--- src/rtl/puf_resp_serializer_if.sv ---
// SPI master byte channel between the PUF response serializer (master side,
// which offers bytes) and the SPI master (slave side, which consumes them).
interface puf_resp_serializer_if;
  logic [7:0] o_TX_Byte;
  logic       o_TX_DV;
  logic       i_TX_Ready;

  modport master (
    output o_TX_Byte,
    output o_TX_DV,
    input  i_TX_Ready
  );

  modport slave (
    input  o_TX_Byte,
    input  o_TX_DV,
    output i_TX_Ready
  );
endinterface

--- src/rtl/puf_resp_serializer.sv ---
// PUF response serializer: latches a completed RO-PUF response on the done
// pulse and streams it to the SPI master as HEADER, response bytes (MSB
// first) and, optionally, an XOR checksum byte. A rejected response is sent
// as the single REJECT_BYTE.
// Optional feature macro: RESP_CHECKSUM_EN (appends the XOR checksum byte).
module puf_resp_serializer #(
  parameter int         RESP_WIDTH  = 256,
  parameter logic [7:0] HEADER_BYTE = 8'hA5,
  parameter logic [7:0] REJECT_BYTE = 8'hAA
) (
  input  logic                      clk,
  input  logic                      n_rst,
  input  logic                      i_load,
  input  logic [RESP_WIDTH-1:0]     i_response,
  input  logic                      i_valid,
  input  logic                      i_abort,
  puf_resp_serializer_if.master     tx,
  output logic                      o_busy,
  output logic                      o_done
);

  localparam logic [5:0] NBYTES = 6'(RESP_WIDTH / 8);
`ifdef RESP_CHECKSUM_EN
  localparam logic [5:0] VALID_LEN = NBYTES + 6'd2;
`else
  localparam logic [5:0] VALID_LEN = NBYTES + 6'd1;
`endif

  typedef enum logic [2:0] {
    ST_IDLE,
    ST_SEND,
    ST_GAP,
    ST_WAIT,
    ST_DONE
  } state_t;

  state_t                state_q;
  logic [RESP_WIDTH-1:0] buf_q;      // shift buffer, next response byte on top
  logic                  valid_q;
  logic [5:0]            idx_q;
  logic [7:0]            tx_byte_q;
  logic                  tx_dv_q;
  logic                  busy_q;
  logic                  done_q;
`ifdef RESP_CHECKSUM_EN
  logic [7:0]            csum_q;
`endif

  logic [7:0] cur_byte_d;
  logic [5:0] frame_len_d;
  logic       data_idx_d;

  // Response bytes occupy indices 1..NBYTES of a valid frame.
  assign data_idx_d  = valid_q && (idx_q != 6'd0) && (idx_q <= NBYTES);
  assign frame_len_d = valid_q ? VALID_LEN : 6'd1;

  // Select the byte that belongs at the current frame index.
  always_comb begin
    cur_byte_d = buf_q[RESP_WIDTH-1 -: 8];
    if (!valid_q) begin
      cur_byte_d = REJECT_BYTE;
    end else if (idx_q == 6'd0) begin
      cur_byte_d = HEADER_BYTE;
`ifdef RESP_CHECKSUM_EN
    end else if (idx_q > NBYTES) begin
      cur_byte_d = csum_q;
`endif
    end
  end

  // Frame FSM with registered handshake and status outputs.
  always_ff @(posedge clk or negedge n_rst) begin
    if (!n_rst) begin
      state_q   <= ST_IDLE;
      buf_q     <= '0;
      valid_q   <= 1'b0;
      idx_q     <= 6'd0;
      tx_byte_q <= 8'h00;
      tx_dv_q   <= 1'b0;
      busy_q    <= 1'b0;
      done_q    <= 1'b0;
`ifdef RESP_CHECKSUM_EN
      csum_q    <= 8'h00;
`endif
    end else begin
      case (state_q)
        ST_IDLE: begin
          done_q <= 1'b0;
          // Abort wins over a simultaneous load.
          if (i_load && !i_abort) begin
            buf_q   <= i_response;
            valid_q <= i_valid;
            idx_q   <= 6'd0;
            busy_q  <= 1'b1;
`ifdef RESP_CHECKSUM_EN
            csum_q  <= 8'h00;
`endif
            state_q <= ST_SEND;
          end
        end
        ST_SEND: begin
          if (tx.i_TX_Ready) begin
            tx_byte_q <= cur_byte_d;
            tx_dv_q   <= 1'b1;
            idx_q     <= idx_q + 6'd1;
            if (data_idx_d) begin
              buf_q  <= {buf_q[RESP_WIDTH-9:0], 8'h00};
`ifdef RESP_CHECKSUM_EN
              csum_q <= csum_q ^ buf_q[RESP_WIDTH-1 -: 8];
`endif
            end
            state_q <= ST_GAP;
          end
        end
        ST_GAP: begin
          // One dead cycle so the master can drop ready after the strobe.
          tx_dv_q <= 1'b0;
          state_q <= ST_WAIT;
        end
        ST_WAIT: begin
          if (tx.i_TX_Ready) begin
            state_q <= (idx_q == frame_len_d) ? ST_DONE : ST_SEND;
          end
        end
        ST_DONE: begin
          done_q  <= 1'b1;
          busy_q  <= 1'b0;
          state_q <= ST_IDLE;
        end
        default: state_q <= ST_IDLE;
      endcase

      // Abort overrides whatever the active state scheduled; a byte that
      // was already strobed stays on the bus.
      if (i_abort && (state_q != ST_IDLE)) begin
        state_q <= ST_IDLE;
        tx_dv_q <= 1'b0;
        busy_q  <= 1'b0;
        done_q  <= 1'b0;
      end
    end
  end

  assign tx.o_TX_Byte = tx_byte_q;
  assign tx.o_TX_DV   = tx_dv_q;
  assign o_busy       = busy_q;
  assign o_done       = done_q;

endmodule
--- src/flat_wrapper.sv ---
// flat-port wrapper written by rule: the top's interface ports become plain ports
module puf_resp_serializer_flat 
#(
  parameter int         RESP_WIDTH  = 256,
  parameter logic [7:0] HEADER_BYTE = 8'hA5,
  parameter logic [7:0] REJECT_BYTE = 8'hAA
)
  (clk, n_rst, i_load, i_response, i_valid, i_abort, o_busy, o_done, tx_o_TX_Byte, tx_o_TX_DV, tx_i_TX_Ready);
  puf_resp_serializer_if tx_i ();
  input  logic clk;
  input  logic n_rst;
  input  logic i_load;
  input  logic [RESP_WIDTH-1:0] i_response;
  input  logic i_valid;
  input  logic i_abort;
  output logic o_busy;
  output logic o_done;
  output wire logic [$bits(tx_i.o_TX_Byte)-1:0] tx_o_TX_Byte;
  output wire logic [$bits(tx_i.o_TX_DV)-1:0] tx_o_TX_DV;
  input wire logic [$bits(tx_i.i_TX_Ready)-1:0] tx_i_TX_Ready;
  assign tx_o_TX_Byte = tx_i.o_TX_Byte;
  assign tx_o_TX_DV = tx_i.o_TX_DV;
  assign tx_i.i_TX_Ready = tx_i_TX_Ready;
  puf_resp_serializer #(.RESP_WIDTH(RESP_WIDTH), .HEADER_BYTE(HEADER_BYTE), .REJECT_BYTE(REJECT_BYTE)) u_core (.clk(clk), .n_rst(n_rst), .i_load(i_load), .i_response(i_response), .i_valid(i_valid), .i_abort(i_abort), .tx(tx_i), .o_busy(o_busy), .o_done(o_done));
endmodule
--- config.mk ---
export PLATFORM = sky130hd
export DESIGN_NAME = puf_resp_serializer_flat
export DESIGN_NICKNAME = d
export VERILOG_FILES = /design/src/rtl/puf_resp_serializer_if.sv /design/src/rtl/puf_resp_serializer.sv /design/src/flat_wrapper.sv
export SDC_FILE = /design/constraint.sdc
export NUM_CORES = 1
export LEC_CHECK = 0
export BUFFER_PORTS_ARGS = -buffer_cell sky130_fd_sc_hd__clkbuf_2
export CAP_MARGIN = 20
export CORE_UTILIZATION = 55
export DETAILED_ROUTE_END_ITERATION = 10
export PLACE_DENSITY_LB_ADDON = 0.15
export SLEW_MARGIN = 0
export SYNTH_ARGS = -nofsm -noshare
export SYNTH_HDL_FRONTEND = slang
export SYNTH_SLANG_ARGS = --single-unit
--- constraint.sdc ---
create_clock -name clk -period 2.5 [get_ports clk]
set_input_delay 0.5 -clock clk [delete_from_list [all_inputs] [get_ports clk]]
set_output_delay 0.5 -clock clk [all_outputs]
set_load 0.02 [all_outputs]
==> impl_results.md, run 1 <==
- Vias per cell: 5.84
- Tcrit/Tclk final: 94.3%
- Clk_lat worst skew: approximately 550 ps
- Post-synth top area cell: dfrtp_1
- Cell Pwr Density: 1030 mW/mm2
- Required @ worst endpoint: 2930 ps
- First-pass GRT wire length: 56.9 mm
- Tmin final: 2360 ps
- WP depth: 7
- Post-synth EDFFs: 0
- Family with the most delay on the worst path: buffers and inverters
- Gr ovfl total: 0
- Worst path max stage delay: 440 ps
- Critical path endpoint category: register
- Die X: 158 um
- Synth Area in Adders: 0.280%
- Synth unique cells: 37
- DP HPWL: 22.7 mm
- CP max stage cell: clkbuf_16
- Final setup violation count: 0
- Post-synth top flop: dfrtp_1
- Leakage: approximately 7.1 nW
- Synthesized area: 0.0134 mm2
- Layout net count: approximately 2000
- TNS Setup: 0 ps
- Max Root-Sink Buffers: 3
- Avg WL per Cell: 17.4 um
- # Max-Cap Violations: 0
- Worst-path maximum fanout: 106
- Initial antenna violation count: 8
- Max frequency: roughly 420 MHz
- CP arrival: 2790 ps
- Synth Register Bits: roughly 280
- Status: finished clean
- Initial DRC Count: 972
- Least-Margin Pin Slew: 653 ps
- Peak supply drop: about 750 uV
- P&R area growth vs syn: 21.0%
- Largest family of logic cells by synthesized area: compound AO/OA/AOI/OAI gates
- DRC violations left: 0
- CTS tree: done
- Most common cell in the netlist: nor2_1
- RSZ-0062 raised after global routing: no
- Final hold viol count: 0
- Worst hold path class: input pin to register
- Reg2reg path depth: 7
- I/O pins: 273
- Final ANT Viol Nets: 0
- Asr flop ratio synth: between 90% and 100%
- Clock Pin Slew Worst Setup and Hold Paths: 60 ps
- Mapped Nets: around 1800
- Drt pass-1 iters: 5
- Post-Syn Instances: 1511
- Core Area: 0.0237 mm2
- Share of Yosys cell area claimed by the top area cell type: 51.6%
- Vias in the first global route: 11300
- H-tree levels: 1
- Total wire length: 35.7 mm
- Slew headroom: a little under three fifths
- Proportion of layout cells with a drive suffix above 1: between 20 and 25%
- Clock sink total: 277
- Synth Area in Compound Gates: between 20 and 30%
- Worst Setup Path Type: register to register
- # rows: 56
- Simple-gate share of the synthesized area: approximately 16%
- Worst-path cell chain: inv_1, ha_1, nor4b_4, mux2i_4, clkbuf_16, a21oi_1, o22a_1
- Total global-route track usage: 28.4%
- Max Slew Vio Count: 0
- Avg Synthesized Cell Area: 8.88 um2
- Largest net degree at the start of global routing: 140
- WP buf/inv: 2
- GPL Wtd Cong: 0.855
- Startpoint Class: register
- Clock skew: 7.97 ps
- Fin util: approximately 69%
- TritonCTS Buffers: 30
- Initial Util: 56.7%
- Height of the chip: 158 um
- PortBufs: 272
- Die area: 0.0250 mm2
- Top area cells in the synthesized netlist: dfrtp_1, o22a_1, nor2_1
- Synth warn: 0
- Post-synth top cells: nor2_1, dfrtp_1, a21oi_1
- Sequential fraction of the synthesis area: approximately half
- Xor-xnor portion of the synthesized cell area: 0.392%
- Post-synthesis mux area share: less than 1%
- Vias: 12000
- Hold depth: 2
- Clock Tree Root: clkbuf_16
[layout by cell type, fill, tap and decap left out, types with 13 or more instances in the layout]
cell type,synthesis,routed
o22a_1,248,248
clkbuf_16,0,32
buf_12,0,23
buf_4,0,17
dfrtp_1,277,277
clkbuf_2,0,271
nand2_1,20,20
a21oi_1,251,251
o21ai_0,13,13
nor2_1,504,504
[where the power goes]
part / total (mW) / switching [mW] / leakage, nW / internal (mW)
clock network: 4.39 / 1.78 / 0.486 / 2.61
logic: 5.10 / 2.67 / 3.52 / 2.44
registers: 7.25 / 1.03 / 3.07 / 6.22
total: 16.7 / 5.47 / 7.08 / 11.3
[final cells by class]
class | count | area [um2]
fill | 1991 | 7440
sequential | 277 | 6930
multi-input combinational | 1084 | 5900
timing repair buffer | 314 | 1990
clock buffer | 45 | 918
tap | 319 | 399
clock inverter | 7 | 62.6
inverter | 5 | 18.8
antenna | 6 | 15.0
[sequential cells by signal, indices dropped and copies added, names as in the netlist]
| name | count |
|---|---|
| u_core.o_done | 1 |
| u_core.state_q | 3 |
| u_core.tx.o_TX_Byte | 8 |
| u_core.o_busy | 1 |
| u_core.idx_q | 6 |
| u_core.buf_q | 256 |
| u_core.valid_q | 1 |
| u_core.tx.o_TX_DV | 1 |
[repair_timing]
action | in CTS | in global routing
setup endpoints to repair | 0 | 1
resized for setup | 0 | 1
setup buffers | 0 | 0
hold endpoints to repair | 39 | 0
hold buffers | 1 | 0
[cell families after synthesis]
| group | Yosys count |
|---|---|
| fa+ha+maj | 3 |
| xor+xnor | 6 |
| simple gates | 542 |
| mux | 2 |
| flops | 277 |
| buf+inv | 150 |
| compound gates | 531 |
[metal layers]
layer / vias to the layer above / part of all wire (%) / wire length, um / GRT usage, %
met5: - / 0.13 / 48 / 0
met3: 68 / 7.0 / 2510 / 6.21
met2: 410 / 46 / 16600 / 43.6
met4: 8 / 2.6 / 918 / 9.07
met1: 5827 / 44 / 15700 / 40.0
li1: 5690 / - / - / -
[worst register-to-register path: cells and delay by family (launching register included)]
family	cells	cell delay [ps]
buffers and inverters	2	550
adders and majority gates	1	160
DFF	1	390
muxes	1	390
and+or+nand+nor	1	350
AOI/OAI and AO/OA	2	410
[path summary, 6_finish.rpt]
| check | from | slack, ps | to |
|---|---|---|---|
| setup / recovery | u_core.idx_q[1]$_DFFE_PN0P_ | 140 | u_core.buf_q[188]$_DFFE_PN0P_ |
| hold / removal | i_response[6] | 170 | u_core.buf_q[6]$_DFFE_PN0P_ |
| setup reg to reg | u_core.idx_q[1]$_DFFE_PN0P_ | 140 | u_core.buf_q[188]$_DFFE_PN0P_ |
| hold reg to reg | u_core.tx.o_TX_Byte[7]$_DFFE_PN0P_ | 480 | u_core.tx.o_TX_Byte[7]$_DFFE_PN0P_ |
| max in group asynchronous | n_rst | 1310 | u_core.buf_q[20]$_DFFE_PN0P_ |
| min in group asynchronous | n_rst | 450 | u_core.buf_q[6]$_DFFE_PN0P_ |
[per-stage QoR]
step / power, mW / std cells / area [um2] / hold WS (ps) / setup WS [ps]
floorplan: 10.7 / 1511 / 13400 / 204 / 299
global placement: 12.2 / 1998 / 15200 / 437 / 228
detailed placement: 12.4 / 1998 / 15200 / 443 / 168
CTS: 16.8 / 2051 / 16200 / 154 / 157
global route: 17.6 / 2054 / 16200 / 168 / 0.704
finish: 16.7 / 2057 / 16200 / 170 / 143
Power figures use the tool's default switching activity.
==> inputs of run 2 (changes only) <==
--- a/config.mk
+++ b/config.mk
@@ -8,6 +8,7 @@
 export BUFFER_PORTS_ARGS = -buffer_cell sky130_fd_sc_hd__clkbuf_2
 export CAP_MARGIN = 20
 export CORE_UTILIZATION = 55
+export CTS_BUF_LIST = sky130_fd_sc_hd__clkbuf_4 sky130_fd_sc_hd__clkbuf_8 sky130_fd_sc_hd__clkbuf_16
 export DETAILED_ROUTE_END_ITERATION = 10
 export PLACE_DENSITY_LB_ADDON = 0.15
 export SLEW_MARGIN = 0
==> constraint.sdc (replaced) <==
create_clock -name clk -period 2.55 [get_ports clk]
set_input_delay 0.51 -clock clk [delete_from_list [all_inputs] [get_ports clk]]
set_output_delay 0.51 -clock clk [all_outputs]
set_load 0.02 [all_outputs]
==> impl_results.md, run 2 (synthesized netlist as in run 1, its figures left out) <==
- Most frequent cells in the layout: nor2_1, dfrtp_1, clkbuf_2, a21oi_1, o22a_1
- Leakage: 7.08 nW
- Core Area: 0.0237 mm2
- Psw: 5.42 mW
- Worst Setup Path Type: register to register
- CP arrival: between 2000 and 3000 ps
- Critical path endpoint category: register
- Status: finished clean
- Max Root-Sink Buffers: 3
- Initial DRC Count: 1018
- PortBufs: 272
- Sequential fraction of design power: 42.4%
- GPL Wtd Cong: 0.843
- Clock Tree Root: clkbuf_16
- Final hold viol count: 0
- Clock Pin Slew Worst Setup and Hold Paths: 60 ps
- Least-Margin Pin Slew: 842 ps
- WP depth: 8
- Initial Util: between 50% and 60%
- Largest net degree at the start of global routing: 168
- Tot Pwr: 16.8 mW
- Vias: 11900
- Total wire length: 35.7 mm
- Total global-route track usage: 28.0%
- Worst hold path class: input pin to register
- # Max-Cap Violations: 0
- DRC violations left: 0
- Final ANT Viol Nets: 0
- Comb pwr share: around 29%
- Drt pass-1 iters: 5
- Die X: 158 um
- Gr ovfl total: 0
- CP Launch Point: u_core.idx_q[1]$_DFFE_PN0P_
- CTS tree: done
- First-pass GRT wire length: 55.9 mm
- Pint: 11.3 mW
- Peak supply drop: 644 uV
- Worst path max stage delay: 400 ps
- # rows: 56
- Die area: 0.0250 mm2
- Switching fraction of total power: 32.3%
- Vias in the first global route: roughly 11000
- H-tree levels: 1
- Largest Register: u_core.buf_q
- DP HPWL: 22.4 mm
- Clk_lat worst skew: approximately 550 ps
- Hold depth: 2
- Vias per cell: 5.83
- Max frequency: 417 MHz
- Reg2Reg Launch Point: u_core.idx_q[1]$_DFFE_PN0P_
- TNS Setup: 0 ps
- Fin util: 68.7%
- Tcrit/Tclk final: a little over nine tenths
- Reg2reg path depth: 8
- Cell Pwr Density: 1030 mW/mm2
- Max Slew Vio Count: 0
- Placed cell count: 1990
- Startpoint Class: register
- Worst R2R End: u_core.buf_q[27]$_DFFE_PN0P_
- TritonCTS Buffers: 30
- Worst-path maximum fanout: 75
- Required @ worst endpoint: 2990 ps
- Commonest non-fill, non-tap cell in the layout: nor2_1
- Slew headroom: 43.8%
- Proportion of layout cells with a drive suffix above 1: 21.6%
- Layout net count: 1970
- CP endpoint: u_core.buf_q[27]$_DFFE_PN0P_
- Max reg flops: around 260
- WP buf/inv: 3
- Final setup violation count: 0
- Avg WL per Cell: 17.4 um
- CP max stage cell: dfrtp_1
- Non-filler cells, final: 2050
- Clock skew: roughly 12 ps
- Initial antenna violation count: 6
- Height of the chip: 158 um
- Family with the most delay on the worst path: buffers and inverters
- WHS: 183 ps
- Tmin final: 2400 ps
- Register-to-register setup slack: 150 ps
- Clock sink total: between 200 and 300
- Fill count: 2012
- Clk pwr share: ~28%
- Worst-path cell chain: inv_1, ha_1, nor4b_4, mux2i_4, buf_4, buf_12, a21oi_1, o22a_1
- RSZ-0062 raised after global routing: yes
- I/O pins: 273
- P&R area growth vs syn: 21.2%
[run 2: changes by cell type in the layout (fill, tap and decap cells not counted), sizes merged]
cell,delta
buf,-6
bufinv,+3
clkbuf,-2
clkinv,-1
clkinvlp,+3
diode,-4
[run 2: metrics by stage]
step / instance area (um2) / worst slack, ps
after global placement: 15100 / 223
after CTS: 16200 / 162
final: 16300 / 151
after floorplan: 13400 / 349
after detailed placement: 15100 / 162
after global routing: 16300 / -8.41
[run 2: worst min-delay path by stage]
| stage | from | endpoint | slack [ps] |
|---|---|---|---|
| 2_1_floorplan | n_rst | u_core.buf_q[0]$_DFFE_PN0P_ | 210 |
| 3_3_place_gp | u_core.tx.o_TX_Byte[5]$_DFFE_PN0P_ | u_core.tx.o_TX_Byte[5]$_DFFE_PN0P_ | 450 |
| 3_5_place_dp | u_core.tx.o_TX_Byte[5]$_DFFE_PN0P_ | u_core.tx.o_TX_Byte[5]$_DFFE_PN0P_ | 460 |
| 4_1_cts | i_response[1] | u_core.buf_q[1]$_DFFE_PN0P_ | 170 |
| 5_1_grt | i_response[0] | u_core.buf_q[0]$_DFFE_PN0P_ | 180 |
| 6_report | i_response[1] | u_core.buf_q[1]$_DFFE_PN0P_ | 180 |
[run 2: worst register-to-register path: stages, from the launching register on]
cell	delay, ps
dfrtp_1	400
inv_1	110
ha_1	150
nor4b_4	330
mux2i_4	390
buf_4	190
buf_12	270
a21oi_1	240
o22a_1	210
[run 2: cell type report]
cell class	instances	area [um2]	share of cell area (%)
Antenna cell	2	5.00	0.0308
Clock buffer	44	930	5.72
Clock inverter	12	174	1.07
Inverter	5	18.8	0.115
Multi-Input combinational cell	1084	5900	36.3
Sequential cell	277	6930	42.6
Tap cell	319	399	2.45
Timing Repair Buffer	307	1900	11.7
[run 2: power by group through the flow]
stage / Sequential [mW] / Clock (mW) / Combinational [mW]
after floorplan: 6.92 / 0 / 3.58
after global placement: 7.06 / 0 / 4.79
after detailed placement: 7.13 / 0 / 4.91
after CTS: 7.08 / 4.79 / 4.94
after global routing: 7.28 / 4.95 / 5.43
final: 7.10 / 4.73 / 4.94
[run 2: metal layers]
layer	part of all wire [%]	wire length [um]	up-vias	GRT usage (%)
met1	44	15800	5814	40.8
met4	1.9	666	8	6.32
li1	-	-	5691	-
met3	7.2	2560	57	5.80
met2	46	16500	379	43.1
met5	0.17	61	-	0
[run 2: timing repair]
| item | CTS | global route |
|---|---|---|
| setup endpoints to repair | 0 | 39 |
| resized for setup | 0 | 1 |
| buffers inserted | 0 | 1 |
| hold buffers | 1 | 0 |
| hold endpoints to repair | 59 | 0 |
==> inputs of run 3 (changes only) <==
--- a/config.mk
+++ b/config.mk
@@ -5,9 +5,10 @@
 export SDC_FILE = /design/constraint.sdc
 export NUM_CORES = 1
 export LEC_CHECK = 0
+export ABC_AREA = 1
 export BUFFER_PORTS_ARGS = -buffer_cell sky130_fd_sc_hd__clkbuf_2
 export CAP_MARGIN = 20
-export CORE_UTILIZATION = 55
+export CORE_UTILIZATION = 56
 export CTS_BUF_LIST = sky130_fd_sc_hd__clkbuf_4 sky130_fd_sc_hd__clkbuf_8 sky130_fd_sc_hd__clkbuf_16
 export DETAILED_ROUTE_END_ITERATION = 10
 export PLACE_DENSITY_LB_ADDON = 0.15
==> impl_results.md, run 3 <==
- Proportion of layout cells with a drive suffix above 1: 16.2%
- Final ANT Viol Nets: 0
- Switching fraction of total power: 42.7%
- Worst-path maximum fanout: 63
- TNS Setup: 0 ps
- Pint: 11.7 mW
- Gr ovfl total: 0
- Clk pwr share: 21.0%
- Commonest non-fill, non-tap cell in the layout: nand2_1
- Core Area: 0.0251 mm2
- Clk_lat worst skew: 550 ps
- Largest family of logic cells by synthesized area: simple AND/OR/NAND/NOR gates
- DP HPWL: 23.3 mm
- Max frequency: between 400 and 500 MHz
- Asr flop ratio synth: between 90% and 100%
- Top area cells in the synthesized netlist: dfrtp_1, nand2_1, nand3_1
- Cell Pwr Density: 1230 mW/mm2
- Least-Margin Pin Slew: 686 ps
- Initial antenna violation count: 4
- Max Root-Sink Buffers: 3
- PortBufs: 272
- I/O pins: 273
- Total global-route track usage: 28.6%
- RSZ-0062 raised after global routing: no
- Die area: 0.0261 mm2
- Psw: 8.74 mW
- Tcrit/Tclk final: 90.4%
- Peak supply drop: around 840 uV
- Fin util: approximately two thirds
- Synth unique cells: 28
- Post-synth EDFFs: 0
- Synthesized area: 0.0143 mm2
- Max reg flops: 256
- Most common cell in the netlist: nand2_1
- P&R area growth vs syn: 17.1%
- Worst hold path class: input pin to register
- Most frequent cells in the layout: nand2_1, dfrtp_1, clkbuf_2, nand3_1, clkbuf_16
- Tot Pwr: 20.5 mW
- Share of Yosys cell area claimed by the top area cell type: 48.6%
- Leakage: 9.89 nW
- Mapped Nets: 2295
- Total wire length: 37.0 mm
- DRC violations left: 0
- Avg WL per Cell: 14.4 um
- CTS tree: done
- Synth warn: 0
- Largest net degree at the start of global routing: 139
- Post-synthesis mux area share: 0%
- Largest Register: u_core.buf_q
- Avg Synthesized Cell Area: 7.02 um2
- Height of the chip: roughly 160 um
- Post-Syn Instances: approximately 2000
- Non-filler cells, final: approximately 2600
- Post-synth top cells: nand2_1, dfrtp_1, nand3_1
- Area post-placement: 0.0157 mm2
- PnR worst setup slack: roughly 240 ps
- Xor-xnor portion of the synthesized cell area: less than 1%
- Sequential fraction of design power: 36.4%
- # Max-Cap Violations: 0
- Critical path endpoint category: register
- Tmin final: 2310 ps
- Clock Tree Root: clkbuf_16
- Worst Setup Path Type: register to register
- Clock sink total: 277
- Synth Area in Adders: 0.263%
- WHS: 159 ps
- Pre-CTS setup slack: 249 ps
- Sequential fraction of the synthesis area: 48.6%
- Synth Register Bits: 277
- Slew headroom: 54.2%
- Post-synth top area cell: dfrtp_1
- Required @ worst endpoint: 3030 ps
- # rows: 58
- Vias in the first global route: 12900
- Vias: 13500
- Placed cell count: 2522
- Initial Util: 56.8%
- Comb pwr share: 42.6%
- TritonCTS Buffers: 30
- Post_cts resized: 0
- Max Slew Vio Count: 0
- Layout net count: 2490
- First-pass GRT wire length: 61.3 mm
- Simple-gate share of the synthesized area: 44.4%
- Design area: between 0.015 and 0.02 mm2
- Status: finished clean
- Final setup violation count: 0
- H-tree levels: 1
- Vias per cell: 5.24
- CP arrival: approximately 2800 ps
- Clock Pin Slew Worst Setup and Hold Paths: around 60 ps
- Post-CTS setup repair buffer count: 0
- Initial DRC Count: 1527
- Startpoint Class: register
- Final hold viol count: 0
- Die X: ~160 um
- Post-synth top flop: dfrtp_1
- GPL Wtd Cong: 0.895
- Synth Area in Compound Gates: less than 1%
- Drt pass-1 iters: 8
- Clock skew: 8.91 ps
[run 3: cell count changes in the layout (fill, tap and decap cells not counted), moves of 7 or more]
cell / delta
nor2_1: -492
inv_1: +7
o22a_1: -246
nand2_1: +1275
a21oi_1: -249
o21ai_0: -9
clkbuf_4: +7
nand3_1: +257
[run 3: cell type report]
cell class | count | area (um2)
diodes | 3 | 7.51
inverters | 16 | 67.6
clock buffers | 47 | 927
fillers | 2267 | 8410
clock inverters | 4 | 45.0
well taps | 330 | 413
repair buffers | 300 | 1780
multi-input cells | 1600 | 6520
flip-flops and latches | 277 | 6930
[run 3: what timing repair did]
| action | in CTS | in global routing |
|---|---|---|
| hold buffers | 1 | 0 |
| endpoints found under the setup margin | 0 | 0 |
| hold endpoints to repair | 62 | 0 |
[run 3: layer usage]
| layer | vias up | track usage, % | share of wire (%) |
|---|---|---|---|
| li1 | 6671 | - | - |
| met1 | 6320 | 38.5 | 42 |
| met2 | 426 | 46.1 | 47 |
| met3 | 84 | 6.11 | 7.5 |
| met4 | 4 | 9.52 | 3.2 |
| met5 | - | 0 | 0.065 |
[run 3: worst paths after layout]
kind	to	slack [ps]	depth (start not counted)	startpoint
worst max-delay path	u_core.buf_q[37]$_DFFE_PN0P_	240	8	u_core.state_q[2]$_DFFE_PN0P_
worst min-delay path	u_core.buf_q[7]$_DFFE_PN0P_	160	3	i_response[7]
worst max register to register	u_core.buf_q[37]$_DFFE_PN0P_	240	8	u_core.state_q[2]$_DFFE_PN0P_
worst min register to register	u_core.buf_q[101]$_DFFE_PN0P_	470	2	u_core.buf_q[101]$_DFFE_PN0P_
max in group asynchronous	u_core.buf_q[217]$_DFFE_PN0P_	1320	3	n_rst
min in group asynchronous	u_core.buf_q[170]$_DFFE_PN0P_	520	2	n_rst
[run 3: power groups by stage]
stage          sequential (mW)  combinational, mW  clock [mW]
6_report                  7.46               8.72        4.30
5_1_grt                   7.67               9.98        4.53
4_1_cts                   7.44               8.78        4.38
3_5_place_dp              7.47               8.75           0
3_3_place_gp              7.43               8.55           0
2_1_floorplan             7.27               6.86           0
[run 3: worst max-delay path, cell delays in order, from the launching register on]
cell and delay, ps:
dfrtp_1 440, nor2_1 150, nand2_8 130, buf_4 570
buf_4 540, nand2_1 110, nand2_1 90, nand3_1 80
nand2_1 90
[run 3: cells by family after synthesis]
family	Yosys count
flops	277
buf+inv	153
xor+xnor	2
simple gates	1580
fa+ha+maj	3
compound gates	15
